<file path="config.mk">
export PLATFORM = sky130hd
export DESIGN_NAME = uart_int_ctrl
export DESIGN_NICKNAME = d
export VERILOG_FILES = /design/src/rtl/uart_int_ctrl.sv
export SDC_FILE = /design/constraint.sdc
export NUM_CORES = 1
export LEC_CHECK = 0
export ABC_AREA = 1
export CAP_MARGIN = 25
export CORE_AREA = 8 8 45 47
export CTS_BUF_LIST = sky130_fd_sc_hd__clkbuf_4 sky130_fd_sc_hd__clkbuf_8
export CTS_CLUSTER_DIAMETER = 80
export DETAILED_ROUTE_END_ITERATION = 8
export DIE_AREA = 0 0 53 55
export SYNTH_ARGS = -nofsm -noshare
export SYNTH_HDL_FRONTEND = slang
export SYNTH_SLANG_ARGS = --single-unit
</file>
<file path="constraint.sdc">
create_clock -name pclk -period 0.8 [get_ports pclk]
set_clock_uncertainty 0.2 [all_clocks]
set_input_delay 0.08 -clock pclk [delete_from_list [all_inputs] [get_ports pclk]]
set_output_delay 0.08 -clock pclk [all_outputs]
set_load 0.01 [all_outputs]
</file>
<file path="src/rtl/uart_int_ctrl.sv">
// UART interrupt controller: fixed-priority arbitration of LS/RDA/CTI/THRE into a registered IIR code.
// Define UART_INT_CTI_EN to build the FIFO-mode character-timeout counters and CTI source.
module uart_int_ctrl #(
    parameter int TICKS_PER_BIT = 16,
    parameter int CTI_CHARS     = 4
) (
    input  logic       pclk,
    input  logic       presetn,
    input  logic       baud_tick,
    input  logic [2:0] ier,
    input  logic       fifoen,
    input  logic [1:0] wls,
    input  logic       stb,
    input  logic       pen,
    input  logic       rbrf,
    input  logic       rx_fifo_empty,
    input  logic       below_level,
    input  logic       tx_empty,
    input  logic       receive_done,
    input  logic       ls_event,
    input  logic       rbr_rd_en,
    input  logic       thr_wr_en,
    input  logic       iir_rd_en,
    input  logic       lsr_rd_en,
    output logic [3:0] iir,
    output logic       intr
);

    localparam logic [3:0] IIR_NONE = 4'b0001;
    localparam logic [3:0] IIR_LS   = 4'b0110;
    localparam logic [3:0] IIR_RDA  = 4'b0100;
    localparam logic [3:0] IIR_CTI  = 4'b1100;
    localparam logic [3:0] IIR_THRE = 4'b0010;

    logic       ls_flag;
    logic       thre_flag;
    logic       cti_flag;
    logic       tx_empty_q;
    logic       etbei_q;
    logic       rda;
    logic       thre_set;
    logic       thre_clr;
    logic [3:0] iir_nxt;

    always_ff @(posedge pclk) begin
        if (!presetn)
            ls_flag <= 1'b0;
        else if (ls_event)
            ls_flag <= 1'b1;
        else if (lsr_rd_en)
            ls_flag <= 1'b0;
    end

    // THRE clear by IIR read is qualified by the code the CPU actually saw.
    assign thre_set = (tx_empty & ~tx_empty_q) | (ier[1] & ~etbei_q & tx_empty);
    assign thre_clr = thr_wr_en | (iir_rd_en & (iir == IIR_THRE));

    always_ff @(posedge pclk) begin
        if (!presetn) begin
            thre_flag  <= 1'b0;
            tx_empty_q <= 1'b0;
            etbei_q    <= 1'b0;
        end else begin
            tx_empty_q <= tx_empty;
            etbei_q    <= ier[1];
            if (thre_clr)
                thre_flag <= 1'b0;
            else if (thre_set)
                thre_flag <= 1'b1;
        end
    end

    assign rda = fifoen ? (~rx_fifo_empty & ~below_level) : rbrf;

`ifdef UART_INT_CTI_EN
    localparam int TW = (TICKS_PER_BIT > 1) ? $clog2(TICKS_PER_BIT) : 1;
    localparam logic [5:0] CTI_C = 6'(CTI_CHARS);

    logic [TW-1:0] tick_cnt;
    logic [TW-1:0] tick_nxt;
    logic [5:0]    bit_cnt;
    logic [5:0]    bit_nxt;
    logic [5:0]    threshold;
    logic [3:0]    frame_bits;
    logic          cnt_clr;

    assign frame_bits = 4'd6 + {2'b00, wls} + {3'b000, pen} + (stb ? 4'd2 : 4'd1);
    assign threshold  = CTI_C * {2'b00, frame_bits};
    assign cnt_clr    = ~fifoen | rx_fifo_empty | receive_done | rbr_rd_en;

    // Counter saturates at threshold; the flag is raised on the edge it gets there.
    always_comb begin
        tick_nxt = tick_cnt;
        bit_nxt  = bit_cnt;
        if (baud_tick && (bit_cnt != threshold)) begin
            if (tick_cnt == TW'(TICKS_PER_BIT - 1)) begin
                tick_nxt = '0;
                bit_nxt  = bit_cnt + 6'd1;
            end else begin
                tick_nxt = tick_cnt + 1'b1;
            end
        end
    end

    always_ff @(posedge pclk) begin
        if (!presetn || cnt_clr) begin
            tick_cnt <= '0;
            bit_cnt  <= '0;
            cti_flag <= 1'b0;
        end else begin
            tick_cnt <= tick_nxt;
            bit_cnt  <= bit_nxt;
            if (bit_nxt == threshold)
                cti_flag <= 1'b1;
        end
    end
`else
    logic unused_cti;
    assign cti_flag   = 1'b0;
    assign unused_cti = ^{baud_tick, wls, stb, pen, receive_done, rbr_rd_en}
                        ^ (CTI_CHARS > 0) ^ (TICKS_PER_BIT > 0);
`endif

    always_comb begin
        iir_nxt = IIR_NONE;
        if (ier[2] && ls_flag)
            iir_nxt = IIR_LS;
        else if (ier[0] && rda)
            iir_nxt = IIR_RDA;
        else if (ier[0] && cti_flag)
            iir_nxt = IIR_CTI;
        else if (ier[1] && thre_flag)
            iir_nxt = IIR_THRE;
    end

    always_ff @(posedge pclk) begin
        if (!presetn)
            iir <= IIR_NONE;
        else
            iir <= iir_nxt;
    end

    assign intr = ~iir[0];

endmodule
</file>
# Word level (Yosys, flattened, before mapping)
# Index checks and enable logic that the tools add are counted.
# classes
n_bitwise,13
eq_ne,1
n_reduce_logical,6
mux,6
# op_table
cell,count
2-to-1 mux 3 bit,2
inverter 1 bit,6
bitwise AND 1 bit,5
== test 4 x 2 -> 1 bit (second input constant),1
logical AND 1 bit,3
2-to-1 mux 1 bit,3
OR reduction 3 bit,1
2-to-1 mux 2 bit,1
OR 1 bit,2
nonzero test 2 bit,1
OR reduction 2 bit,1
# totals
wordCells,32
register_bits,8
in_bits,21
output_inout_bits,5

# Longest topological paths before layout
# Gate-level depths: netlist (run 1).
# logic_depth
ltp_word,6
mapped_depth,5
mapped_depth_nobuf,5

# Worst setup path before layout (run 1)
# No wires, ideal clock.
# synth_timing
path_kind,register to register
startpoint,register iir[0]
endpoint,register thre_flag
period_less_slack_ns,0.904
t_arrival_ns,0.594
slack_ns,-0.104
t_required_ns,0.490
path_stages_with_launch,5
setup_ns,0.110
n_path_buf,0
path_cell_list,dfxtp_1 nor2_1 nand3_1 nand3_1 inv_1
# synth_via
elab_chain_len,4
# synth_rtl
element,line_no,source
start: declaration,25,"output logic [3:0] iir,"
start signal: assignment,140,iir <= iir_nxt;
== test 4 x 2 -> 1 bit,56,assign thre_clr = thr_wr_en | (iir_rd_en & (iir == IIR_THRE));
bitwise AND 1 bit,56,
OR 1 bit,56,
OR reduction 2 bit (no line),--,
end signal: assignment,60,thre_flag <= 1'b0;
end signal: assignment,67,thre_flag <= 1'b0;
end signal: assignment,69,thre_flag <= 1'b1;
end: declaration,36,logic thre_flag;
# Every way passes these cells.
# A chain may end at the register's enable or synchronous reset.

# Final worst setup path (run 1)
# layout_timing
startpoint,register iir[0]
endpoint,output port intr
# layout_via
elab_chain_len,1
# layout_rtl
element,line_no,source
inverter 1 bit,143,assign intr = ~iir[0];
end: declaration,26,output logic intr
# Every way passes these cells.

==> results of run 1 <==
## worst reg2reg max path, cell delays in order, from the launching register on
cell and delay [ns]:
dfxtp_2 0.32, nor2_1 0.09, nand3_1 0.07, nand3_1 0.07, inv_1 0.04
## kinds of logic (layout without fill, tap and decap cells)
logic type | Yosys count | in the layout | share of synthesized area, %
buffers and inverters | 10 | 30 | 14.3
AND/OR/NAND/NOR | 21 | 21 | 30.4
AO/OA/AOI/OAI | 3 | 3 | 5.22
flip-flops | 7 | 7 | 48.7
other | 1 | 1 | 1.30
## through the flow
step | hold slack [ns] | std cells
floorplan | -0.0510 | 42
global placement | 0.265 | 74
detailed placement | 0.270 | 74
CTS | 0.0102 | 78
global route | 0.0397 | 78
finish | 0.0143 | 78
## flip-flops by register name, summed over array words and instances (netlist names)
register and count:
thre_flag 1, ls_flag 1, etbei_q 1, iir 3, tx_empty_q 1
## layer usage
layer	share of wire [%]	vias up	wire length (µm)	track usage (%)
met5	0	-	0	0
met4	1.1	0	8	3.88
met3	15	2	106	5.61
met2	41	14	292	8.59
met1	43	113	306	6.58
li1	-	166	-	-
## path summary, 6_finish.rpt
check             startpoint   endpoint  slack [ns]  depth (start not counted)
setup / recovery      iir[0]       intr       -0.21                          2
setup reg to reg      iir[0]  thre_flag       -0.10                          4
hold / removal        ier[1]    etbei_q        0.01                          3
hold reg to reg      ls_flag    ls_flag        0.27                          2
## cells in the mapped netlist (all sizes together)
master,n
nor2,4
conb,1
clkinv,1
o21ai,3
buf,1
inv,8
dfxtp,7
nand3,7
nand2,10
## area by class of cell
type | count | share of cell area, %
sequential | 7 | 28.9
inverter | 9 | 6.67
tap | 16 | 3.95
multi-input combinational | 25 | 23.2
clock buffer | 4 | 5.93
timing repair buffer | 17 | 31.4
## repair_timing
action,4_1_cts,5_1_grt
endpoints found under the setup margin,10,8
pin swaps,5,2
hold endpoints to repair,0,0
resized for setup,32,5
## power groups by stage
stage / sequential, mW / combinational [mW] / clock [mW]
after global routing: 0.392 / 0.160 / 0.397
after global placement: 0.392 / 0.151 / 0
final: 0.390 / 0.142 / 0.348
after CTS: 0.388 / 0.134 / 0.365
after detailed placement: 0.392 / 0.152 / 0
after floorplan: 0.396 / 0.0466 / 0
==> key figures, run 1 <==
STA
  • Final worst slack: -0.207 ns
  • Final hold vios: 0
  • RSZ-0062 raised after global routing: yes
  • Max Slew Vio Count: 0
  • Final period demand of the worst path: 1.01 ns
  • Fin crit share: 126%
  • Highest Clock Rate: 0.994 GHz
  • Final setup violation count: 6
  • Setup Total Neg Slack: -0.850 ns

Setup path
  • Crit-path cells: inv_2 > buf_6
  • Worst Path Arrival: 0.73 ns
  • Worst Path Required: 0.52 ns
  • Buf/Inv on CP: 2
  • CP peak stage delay: 0.34 ns
  • CP top delay family: flip-flops
  • Worst-path fanout max: 3
  • CP max stage cell: dfxtp_2
  • Setup crit end kind: output port
  • Critical path class: reg2out
  • CP Launch Type: flip-flop

Clocking
  • Worst-path clk slew: 0.05 ns
  • Htree depth: 1
  • CTS sink count: 7
  • # Post-CTS Setup Buffers: 0
  • Hold_buf cts: 0
  • Worst-Skew Late Latency: 0.25 ns
  • Clock Tree Root: clkbuf_4
  • Num CTS Buffers: 3
  • TritonCTS clock tree: yes
  • Clock Path Buffers: 2

Floorplan
  • CORE AREA: 1380 µm²
  • # IOs: 26
  • DIE HEIGHT: 55 µm
  • Initial Utilization: 20.8%
  • Die X: 53 µm
  • Std cell rows: 14
  • Full die area: 2920 µm²

Power and ir drop
  • Clk pwr share: 39.5%
  • Reg power frac: 44.3%
  • Int Pwr: 0.683 mW
  • Switching Fraction: 22.4%
  • Pleak: 0.258 nW
  • P_sw: 0.197 mW
  • VDD IR-drop max: 864 µV
  • Comb power frac: 16.1%
  • Total power: 0.880 mW
  • Pwr Density: 1740 nW/µm²

Global routing
  • Vias in the first global route: 307
  • GRT Total Usage: 6.41%
  • Initial antenna violation count: 0
  • Largest net degree at the start of global routing: 8
  • Global-route wire length before repair: 1290 µm
  • Congestion Overflow GR: 0

Synthesis
  • Post-synthesis sequential area ratio: 48.7%
  • Syn nets: 63
  • Avg Cell Area, Syn: 6.85 µm²
  • Mapped Area: 288 µm²
  • Top cells by area, synth: dfxtp_1 49%, nand2_1 13%, nand3_1 12%
  • Top-area cell type share of the netlist area: 48.7%
  • Ys Warns: 0
  • Post-Synthesis Cells: 42
  • Leading area contributor after synthesis: dfxtp_1
  • Count of different cell masters after synthesis: 9
  • Yosys reg bits: 7

Drt
  • # DRC: 0
  • Total Wirelength: 714 µm
  • Via/cell ratio: 3.78
  • Iter 0 DRT Violations: 1
  • DR WL/cell: 9.15 µm
  • Drt first pass iters: 2
  • Post-route ant nets: 0
  • DR vias: 295

Place
  • Post-DP HPWL: 567 µm
  • Dpl cell area: 473 µm²
  • RD Place Congestion: 0.737
  • Place WS: -0.427 ns
  • PortBufs: 17

Cells and area
  • Filler cell count: 166
  • Commonest non-fill, non-tap cell in the layout: nand2_1
  • Final net count: 84
  • Fraction of layout cells with a size suffix above 1: 27.4%
  • Area of the multi-input gates: 118 µm²
  • Final instance area: 507 µm²
  • Storage cell area: 146 µm²
  • Final core utilization: 36.6%
  • Area grow syn2layout: 76.1%
  • ANT cells: 0
  • Commonest non-fill, non-tap cells in the layout: 9 x nand2_1, 8 x dlygate4sd2_1, 7 x inv_1

Run status
  • Failing checks: negative setup slack
  • Outcome: complete, but fails checks

Run
  • Max-Cap Viols: 0

Worst hold path
  • Hold WC Path Type: in2reg
Power figures use the tool's default switching activity.
==> run 2: changes to the inputs <==
==> constraint.sdc (replaced) <==
create_clock -name pclk -period 0.9 [get_ports pclk]
set_clock_uncertainty 0.2 [all_clocks]
set_input_delay 0.09 -clock pclk [delete_from_list [all_inputs] [get_ports pclk]]
set_output_delay 0.09 -clock pclk [all_outputs]
set_load 0.01 [all_outputs]
==> key figures, run 2 (same netlist as run 1, synthesis figures left out) <==
Drt
  • Iter 0 DRT Violations: 3 (was 1)
  • DR WL/cell: 8.88 µm (was 9.15 µm)
  • DR vias: 291 (was 295)
  • Drt first pass iters: 2 (unchanged)
  • # DRC: 0 (unchanged)
  • Total Wirelength: 693 µm (was 714 µm)
  • Post-route ant nets: 0 (unchanged)
  • Via/cell ratio: 3.73 (was 3.78)

Clocking
  • Hold_buf cts: 0 (unchanged)
  • CTS sink count: 7 (unchanged)
  • TritonCTS clock tree: yes (unchanged)
  • Clock Path Buffers: 2 (unchanged)
  • Worst-Skew Late Latency: 0.25 ns (about the same)
  • Num CTS Buffers: 3 (unchanged)
  • Htree depth: 1 (unchanged)
  • Worst-path clk slew: 0.05 ns (about the same)
  • Clock Tree Root: clkbuf_4 (unchanged)

Worst hold path
  • Hold Crit Start: ier[1] (unchanged)
  • Hold Path Sink: etbei_q (unchanged)
  • Hold-critical path depth: 3 (unchanged)
  • Hold WC Path Type: in2reg (unchanged)

Floorplan
  • Initial Utilization: 20.8% (unchanged)
  • Full die area: 2920 µm² (unchanged)
  • DIE HEIGHT: 55 µm (unchanged)
  • CORE AREA: 1380 µm² (unchanged)
  • Die X: 53 µm (unchanged)
  • Std cell rows: 14 (unchanged)
  • # IOs: 26 (unchanged)

Global routing
  • Global-route wire length before repair: 1190 µm (was 1290 µm)
  • Largest net degree at the start of global routing: 8 (unchanged)
  • Vias in the first global route: 288 (was 307)
  • Congestion Overflow GR: 0 (unchanged)
  • GRT Total Usage: 5.69% (was 6.41%)
  • Initial antenna violation count: 0 (unchanged)

Cells and area
  • Fraction of layout cells with a size suffix above 1: 19.4% (was 27.4%)
  • Final instance area: 505 µm² (was 507 µm²)
  • Area grow syn2layout: 75.7% (was 76.1%)
  • Non-filler cells, final: 78 (unchanged)
  • Storage cell area: 144 µm² (was 146 µm²)
  • Largest register FFs: 3 (unchanged)
  • Commonest non-fill, non-tap cells in the layout: 10 x nand2_1, 7 x inv_1, 7 x nand3_1 (was 9 x nand2_1, 8 x dlygate4sd2_1, 7 x inv_1)
  • Area of the multi-input gates: 106 µm² (was 118 µm²)
  • Commonest non-fill, non-tap cell in the layout: nand2_1 (unchanged)
  • Filler cell count: 152 (was 166)
  • ANT cells: 0 (unchanged)
  • Reg with most FFs: iir (unchanged)
  • Final net count: 84 (unchanged)

Run
  • Max-Cap Viols: 0 (unchanged)

STA
  • Highest Clock Rate: 0.984 GHz
  • Final hold vios: 3 (was 0)
  • Final worst slack: -0.117 ns (was -0.207 ns)
  • RSZ-0062 raised after global routing: yes (unchanged)
  • Final setup violation count: 5 (was 6)
  • Fin crit share: 113%
  • Final period demand of the worst path: 1.02 ns
  • Max Slew Vio Count: 0 (unchanged)
  • Hold Slack: -0.0797 ns (was 0.0143 ns)

Setup path
  • FF-to-FF path depth: 4 (unchanged)
  • Critical R2R Launch: iir[0] (unchanged)
  • CP Launch Type: flip-flop (unchanged)
  • Critical path class: reg2out (unchanged)
  • Worst Path Arrival: 0.73 ns (about the same)
  • Worst-path fanout max: 3 (unchanged)
  • Setup crit end kind: output port (unchanged)
  • Worst Path Required: 0.61 ns (was 0.52 ns)
  • FF-to-FF End: thre_flag (unchanged)
  • Flop2flop setup slack: -0.02 ns (was -0.10 ns)

Power and ir drop
  • Total power: 0.781 mW (was 0.880 mW)
  • Pwr Density: 1540 nW/µm² (was 1740 nW/µm²)
  • Pleak: 0.276 nW (was 0.258 nW)
  • VDD IR-drop max: 1110 µV (was 864 µV)

Place
  • RD Place Congestion: 0.723 (was 0.737)
  • Dpl cell area: 472 µm² (was 473 µm²)
  • PortBufs: 17 (unchanged)
  • Post-DP HPWL: 582 µm (was 567 µm)
  • # placed instances: 74 (unchanged)

Run status
  • Outcome: complete, but fails checks (unchanged)
  • Failing checks: negative hold slack, negative setup slack (was negative setup slack)
## run 2: layer usage
layer | vias to the layer above | track usage (%) | routed length, µm
li1 | 163 | - | -
met1 | 114 | 6.40 | 310
met2 | 14 | 7.62 | 301
met3 | 0 | 4.55 | 81
met4 | 0 | 2.59 | 0
met5 | - | 0 | 0
## run 2: repair_timing
| action | CTS | global route |
|---|---|---|
| pin swaps | 3 | 3 |
| setup endpoints to repair | 9 | 9 |
| setup buffers | 0 | 0 |
| hold endpoints to repair | 0 | 1 |
| gates resized for setup | 25 | 6 |
## run 2: worst max-delay path: stages, from the launching register on
cell and delay [ns]:
dfxtp_2 0.34, inv_2 0.03, buf_6 0.11
## run 2: how the worst max path moves through the flow
stage	start	endpoint	slack [ns]	cells after the start
global placement	presetn	thre_flag	-0.33	5
floorplan	iir[0]	thre_flag	0.01	4
CTS	iir[0]	intr	-0.14	2
detailed placement	presetn	iir[1]	-0.33	5
global route	iir[0]	intr	-0.15	2
finish	iir[0]	intr	-0.12	2
## run 2: power by group
group / internal [mW] / switching [mW] / leakage (nW) / total, mW
clock network: 0.199 / 0.113 / 0.0184 / 0.312
logic: 0.0765 / 0.0486 / 0.199 / 0.125
registers: 0.333 / 0.0117 / 0.0585 / 0.344
## run 2: stage by stage
| stage | TNS (ns) | utilization, % | setup WS, ns | hold slack, ns |
|---|---|---|---|---|
| floorplan | 0 | - | 0.00992 | -0.0410 |
| global placement | -2.75 | 34.1 | -0.328 | 0.265 |
| detailed placement | -2.87 | 34.1 | -0.329 | 0.278 |
| CTS | -0.431 | 35.5 | -0.139 | 0.0420 |
| global route | -0.535 | 36.5 | -0.152 | -0.0478 |
| finish | -0.378 | 36.5 | -0.117 | -0.0797 |
## run 2: cell type report
type / count / share of cell area [%]
inverter: 9 / 6.68
timing repair buffer: 17 / 33.9
multi-input combinational: 25 / 21.0
tap: 16 / 3.96
sequential: 7 / 28.5
clock buffer: 4 / 5.94
